<file path="config.mk">
export PLATFORM = sky130hd
export DESIGN_NAME = fifo_wr_arb
export DESIGN_NICKNAME = d
export VERILOG_FILES = /design/src/rtl/fifo_arb_pkg.sv /design/src/rtl/rr_pick.sv /design/src/rtl/fifo_wr_arb.sv
export SDC_FILE = /design/constraint.sdc
export NUM_CORES = 1
export LEC_CHECK = 0
export ABC_CLOCK_PERIOD_IN_PS = 7000
export BUFFER_PORTS_ARGS = -buffer_cell sky130_fd_sc_hd__buf_2
export CAP_MARGIN = 15
export CORE_AREA = 2 2 78 80
export DETAILED_ROUTE_END_ITERATION = 8
export DIE_AREA = 0 0 80 82
export PLACE_DENSITY = 0.73
export SLEW_MARGIN = 20
export SYNTH_ARGS = -nofsm -noshare
export SYNTH_HDL_FRONTEND = slang
export SYNTH_SLANG_ARGS = --single-unit
</file>
<file path="constraint.sdc">
create_clock -name clk -period 7 [get_ports clk]
set_input_delay 0.7 -clock clk [delete_from_list [all_inputs] [get_ports clk]]
set_output_delay 0.7 -clock clk [all_outputs]
set_load 0.05 [all_outputs]
</file>
<file path="src/rtl/fifo_arb_pkg.sv">
// Shared defaults, widths and FSM state type for the FIFO write arbiter.
package fifo_arb_pkg;

  localparam int DEPTH_DEF = 16;
  localparam int WIDTH_DEF = 4;
  localparam int N_REQ_DEF = 4;
  localparam int PTR_W     = $clog2(DEPTH_DEF) + 1;

  typedef enum logic {
    NORMAL = 1'b0,
    FLUSH  = 1'b1
  } arb_state_e;

endpackage

</file>
<file path="src/rtl/rr_pick.sv">
// Combinational rotating priority pick: first eligible slot at or after start wins.
module rr_pick #(
  parameter int N  = 5,
  parameter int SW = $clog2(N)
) (
  input  logic [N-1:0]  elig,
  input  logic [SW-1:0] start,
  output logic [N-1:0]  win,
  output logic          valid
);

  localparam int IW = $clog2(N);

  logic [IW-1:0] idx;

  // NOTE: every variable written here gets a default first, otherwise a latch is inferred.
  always_comb begin
    win   = '0;
    valid = 1'b0;
    idx   = '0;
    for (int i = 0; i < N; i++) begin
      idx = IW'((int'(start) + i) % N);
      if (!valid && elig[idx]) begin
        win[idx] = 1'b1;
        valid    = 1'b1;
      end
    end
  end

endmodule

</file>
<file path="src/rtl/fifo_wr_arb.sv">
// Round-robin arbiter granting N_REQ writers and one reader access to a FIFO, with flush drain.
// Define FIFO_ARB_RDPRIO_EN to give the reader absolute priority over the writers.
module fifo_wr_arb
  import fifo_arb_pkg::*;
#(
  parameter int DEPTH = DEPTH_DEF,
  parameter int WIDTH = WIDTH_DEF,
  parameter int N_REQ = N_REQ_DEF
) (
  input  logic                     clk,
  input  logic                     rst_n,
  input  logic [N_REQ-1:0]         req,
  input  logic [N_REQ*WIDTH-1:0]   din,
  output logic [N_REQ-1:0]         gnt,
  input  logic                     rd_req,
  output logic                     rd_gnt,
  input  logic                     flush,
  output logic                     flush_done,
  output logic                     fifo_wr_en,
  output logic                     fifo_rd_en,
  output logic [WIDTH-1:0]         fifo_din,
  output logic [$clog2(DEPTH):0]   count
);

  localparam int CNT_W = $clog2(DEPTH) + 1;
  localparam int RR_W  = $clog2(N_REQ + 1);
  localparam logic [CNT_W-1:0] FULL = CNT_W'(DEPTH);

  arb_state_e        state_q, state_d;
  logic [RR_W-1:0]   rr_ptr_q, rr_ptr_d;
  logic [CNT_W-1:0]  count_q, count_d;
  logic [N_REQ-1:0]  gnt_q, gnt_d;
  logic              rd_gnt_q, rd_gnt_d;
  logic              wr_en_q, wr_en_d;
  logic              rd_en_q, rd_en_d;
  logic [WIDTH-1:0]  din_q, din_d;
  logic              done_q, done_d;

  logic              arb_en;
  logic [N_REQ-1:0]  wr_elig;
  logic              rd_elig;
  logic [N_REQ-1:0]  wr_win;
  logic              rd_win;
  logic              ptr_adv;
  logic [RR_W-1:0]   ptr_nxt;
  logic [RR_W-1:0]   win_idx;

  // A flush request blocks arbitration on the very edge it is sampled.
  assign arb_en  = (state_q == NORMAL) && !flush;
  assign wr_elig = (arb_en && count_q < FULL) ? (req & ~gnt_q) : '0;
  assign rd_elig = arb_en && rd_req && !rd_gnt_q && (count_q != '0);

`ifdef FIFO_ARB_RDPRIO_EN
  logic [N_REQ-1:0] win;
  logic             win_vld;

  rr_pick #(.N(N_REQ), .SW(RR_W)) u_pick (
    .elig  (wr_elig),
    .start (rr_ptr_q),
    .win   (win),
    .valid (win_vld)
  );

  always_comb begin
    rd_win  = rd_elig;
    wr_win  = rd_elig ? '0 : win;
    win_idx = '0;
    for (int i = 0; i < N_REQ; i++)
      if (win[i]) win_idx = RR_W'(i);
    ptr_adv = win_vld && !rd_elig;
    ptr_nxt = (win_idx == RR_W'(N_REQ - 1)) ? '0 : win_idx + 1'b1;
  end
`else
  logic [N_REQ:0] win;
  logic           win_vld;

  rr_pick #(.N(N_REQ + 1), .SW(RR_W)) u_pick (
    .elig  ({rd_elig, wr_elig}),
    .start (rr_ptr_q),
    .win   (win),
    .valid (win_vld)
  );

  always_comb begin
    rd_win  = win[N_REQ];
    wr_win  = win[N_REQ-1:0];
    win_idx = '0;
    for (int i = 0; i <= N_REQ; i++)
      if (win[i]) win_idx = RR_W'(i);
    ptr_adv = win_vld;
    ptr_nxt = (win_idx == RR_W'(N_REQ)) ? '0 : win_idx + 1'b1;
  end
`endif

  always_comb begin
    state_d  = state_q;
    rr_ptr_d = rr_ptr_q;
    count_d  = count_q;
    gnt_d    = '0;
    rd_gnt_d = 1'b0;
    wr_en_d  = 1'b0;
    rd_en_d  = 1'b0;
    din_d    = '0;
    done_d   = 1'b0;
    case (state_q)
      NORMAL: begin
        if (flush) begin
          state_d = FLUSH;
        end else begin
          gnt_d    = wr_win;
          wr_en_d  = |wr_win;
          rd_gnt_d = rd_win;
          rd_en_d  = rd_win;
          for (int i = 0; i < N_REQ; i++)
            if (wr_win[i]) din_d = din[i*WIDTH +: WIDTH];
          if (ptr_adv) rr_ptr_d = ptr_nxt;
          if (|wr_win)     count_d = count_q + 1'b1;
          else if (rd_win) count_d = count_q - 1'b1;
        end
      end
      FLUSH: begin
        // Drained words are discarded, so the reader never sees a grant here.
        if (count_q != '0) begin
          rd_en_d = 1'b1;
          count_d = count_q - 1'b1;
        end else begin
          state_d = NORMAL;
          done_d  = 1'b1;
        end
      end
      default: state_d = NORMAL;
    endcase
  end

  // NOTE: sequential state uses non-blocking assignments only, so all flops see pre-edge values.
  always_ff @(posedge clk or negedge rst_n) begin
    if (!rst_n) begin
      state_q  <= NORMAL;
      rr_ptr_q <= '0;
      count_q  <= '0;
      gnt_q    <= '0;
      rd_gnt_q <= 1'b0;
      wr_en_q  <= 1'b0;
      rd_en_q  <= 1'b0;
      din_q    <= '0;
      done_q   <= 1'b0;
    end else begin
      state_q  <= state_d;
      rr_ptr_q <= rr_ptr_d;
      count_q  <= count_d;
      gnt_q    <= gnt_d;
      rd_gnt_q <= rd_gnt_d;
      wr_en_q  <= wr_en_d;
      rd_en_q  <= rd_en_d;
      din_q    <= din_d;
      done_q   <= done_d;
    end
  end

  assign gnt        = gnt_q;
  assign rd_gnt     = rd_gnt_q;
  assign fifo_wr_en = wr_en_q;
  assign fifo_rd_en = rd_en_q;
  assign fifo_din   = din_q;
  assign flush_done = done_q;
  assign count      = count_q;

endmodule

</file>
==> results.py <==
metrics = {
    "critical_path": {
        "cpMostUsedCell": "ha_1",
        "cp_data_arrival_time_ps": 5910,
        "start_kind": "flop",
        "cp_slowest_cell": "or4_1",
        "worstSetupStartpoint": "rr_ptr_q[1]$_DFFE_PN0P_",
        "regToRegEndpoint": "count[4]$_DFFE_PN0P_",
        "slowest_delay_ps": 730,
        "path_cells": "inv_1 > ha_1 > inv_1 > ha_1 > nor2_1 > a211o_1 > nand2_1 > ha_1 > nor2b_1 > o31a_2 > mux2i_4 > nor3b_2 > nor3_2 > a211oi_1 > a211o_1 > or4_1 > nor4b_1 > nor3_1",
        "critPathCaptureType": "flop",
        "reg2reg_slack_ps": 1220,
        "timing.rr.start": "rr_ptr_q[1]$_DFFE_PN0P_",
        "rr_worst_depth": 18,
        "required_ps": 7140,
        "endpoint": "count[4]$_DFFE_PN0P_",
        "worstPathMaxFanout": 14,
        "criticalPathCategory": "reg2reg",
    },
    "grt": {
        "track_usage": 0.220,
        "overflow": 0,
        "grt_pass1_wl_um": 11600,
        "antenna_found_initial": 0,
        "grt_max_degree": 35,
        "grt_pass1_vias": 2465,
    },
    "cts": {
        "insertion_delay_ps": 260,
        "htree_levels": 1,
        "cts_tree": "yes",
        "cts.repair.resized": 0,
        "post_cts_buffers": 0,
        "cts_made_buffers": 3,
        "cts.sinks": 21,
        "clk_pin_slew_worst_paths_ps": 70,
        "root_buffer": "clkbuf_8",
        "cts_hold_buf": 0,
        "clock_path_buffers": 2,
    },
    "sta": {
        "final_max_slew_viol_count": 0,
        "rsz0062_at_grt": "false",
        "setup-violations-final": 0,
        "worstMarginPinSlew_ps": 781,
        "slew_headroom": 0.473,
        "fin_crit_sh": 0.825,
        "period_needed_ps": 5780,
        "fin_skew_ps": 1.71,
        "hold_viol_final": 0,
        "fmax_mhz": 173,
        "tns_ps": 0,
    },
    "floorplan": {
        "io_pins": 41,
        "dieArea_um2": 6560,
        "initial_core_util": 0.478,
        "fp.dieW_um": 80,
        "num_rows": 28,
        "die_y_um": 82,
        "core-area_um2": 5750,
    },
    "synthesis": {
        "yosysTopAreaCell": "dfrtp_1",
        "synth_edf_count": 0,
        "ys_types": 78,
        "async_flop_share": 1.00,
        "synth_seq_area_share": 0.192,
        "avgSynthCellArea_um2": 8.49,
        "syn-num-nets": 373,
        "synth_top_cells_by_area": "dfrtp_1 19%, ha_1 11%, nand2_1 3.6%, mux2i_1 3.3%, nor2_1 2.9%",
        "syn_area_um2": 2740,
        "synthCells": 323,
        "synth_top_area_frac": 0.192,
        "yosys_most_used_dff": "dfrtp_1",
        "ys_seq_elements": 21,
        "synth-warning-count": 0,
    },
    "route": {
        "firstDrtPassIters": 5,
        "first_iter_violations": 164,
        "wl_per_cell_um": 16.3,
        "via_count": 2628,
        "drtAntennaViolNets": 0,
        "totalWireLength_um": 7070,
        "drc_errors": 0,
        "via_per_inst": 6.07,
    },
    "power_and_ir_drop": {
        "power.leakage_nw": 1.35,
        "peakVddDrop_v": 0.000372,
        "powerDensity_nw_per_um2": 459,
    },
    "placement": {
        "hpwl_um": 5540,
        "routabilityCongestion": 0.906,
        "placed_cell_area_um2": 3000,
        "place.port_buffers": 40,
    },
    "run": {
        "drv_cap": 0,
    },
    "outcome": {
        "status": "finished, final reports clean",
    },
    "final_layout": {
        "area.growth.synth_to_final_pct": 10.9,
        "drive_above_1_share": 0.193,
        "diodes": 0,
        "fin_area_um2": 3040,
        "finalNetCount": 409,
    },
    "min_path": {
        "hold_class": "in2async",
    },
}
## report_power, final
| part | leakage (nW) | internal [W] | switching [W] |
|---|---|---|---|
| clock network | 0.0228 | 0.0000405 | 0.0000363 |
| logic | 1.06 | 0.000407 | 0.000705 |
| registers | 0.267 | 0.000169 | 0.0000390 |
| total | 1.35 | 0.000616 | 0.000780 |
## synth_stat cells, types with 4 or more instances
cell type  count
nand2_1       26
ha_1          25
dfrtp_1       21
nor2_1        21
inv_1         19
a21oi_1       15
o21ai_0       10
a31oi_1        9
mux2i_1        9
nand2b_1       9
nor3_1         9
nor3b_1        7
o211ai_1       7
buf_2          6
or3_1          6
xnor2_1        6
a211o_1        5
a222oi_1       5
or2_2          5
a21o_1         4
nand3b_1       4
nand4b_1       4
nor2b_1        4
## per-stage QoR
| step | worst slack (ps) | hold WS, ps | power [W] | instances | util |
|---|---|---|---|---|---|
| detailed placement | 1200 | 534 | 0.00132 | 429 | 0.522 |
| CTS | 1190 | 398 | 0.00140 | 433 | 0.529 |
| global placement | 1360 | 531 | 0.00129 | 429 | 0.522 |
| floorplan | 1840 | 404 | 0.00112 | 323 | - |
| finish | 1220 | 383 | 0.00140 | 433 | 0.529 |
| global route | 715 | 422 | 0.00153 | 433 | 0.529 |
## sequential cells by signal, summed over array words and instances, names as in the netlist
signal	count
count	5
fifo_din	4
gnt	4
rr_ptr_q	3
fifo_rd_en	1
fifo_wr_en	1
flush_done	1
rd_gnt	1
state_q	1
## final cells by class
class	count	area, um^2
tap	75	93.8
timing repair buffer	42	215
clock buffer	4	45.0
inverter	20	75.1
sequential	21	526
fill	561	2700
multi-input combinational	271	2090
## worst min path at each step
stage | start | slack, ps | to | depth (start not counted)
after CTS | rst_n | 400 | fifo_din[2]$_DFF_PN0_ | 1
after floorplan | rst_n | 400 | count[0]$_DFFE_PN0P_ | 0
after global routing | rst_n | 420 | fifo_din[2]$_DFF_PN0_ | 1
final | rst_n | 380 | fifo_din[2]$_DFF_PN0_ | 1
after global placement | count[3]$_DFFE_PN0P_ | 530 | count[3]$_DFFE_PN0P_ | 1
after detailed placement | count[3]$_DFFE_PN0P_ | 530 | count[3]$_DFFE_PN0P_ | 1
## routing by layer
metal / wire length, um / GRT usage
met1: 3310 / 0.300
met2: 3390 / 0.370
met3: 239 / 0.0187
met4: 125 / 0.0695
met5: 0 / 0
## cells by family (layout without fill, tap and decap cells)
logic type | count (synthesis) | after routing | share of synthesized area
mux | 11 | 11 | 0.0451
compound gates | 101 | 101 | 0.290
buf+inv | 31 | 66 | 0.0479
xor+xnor | 10 | 10 | 0.0347
flops | 21 | 21 | 0.192
fa+ha+maj | 26 | 26 | 0.121
simple gates | 123 | 123 | 0.269
## worst max-delay path: cells and delay by family (launching register included)
family	cells	cell delay [ps]
AOI/OAI and AO/OA	4	1070
and+or+nand+nor	8	2150
DFF	1	570
muxes	1	220
buffers and inverters	2	470
adders and majority gates	3	1190
## cell usage in the layout, fill, tap and decap left out, types with 7 or more instances in the layout
master and count:
a21oi_1 15, a31oi_1 9, buf_2 40, dfrtp_1 21
ha_1 25, inv_1 19, mux2i_1 9, nand2_1 26
nand2b_1 9, nor2_1 21, nor3_1 9, nor3b_1 7
o211ai_1 7, o21ai_0 10
Power figures use the tool's default switching activity.
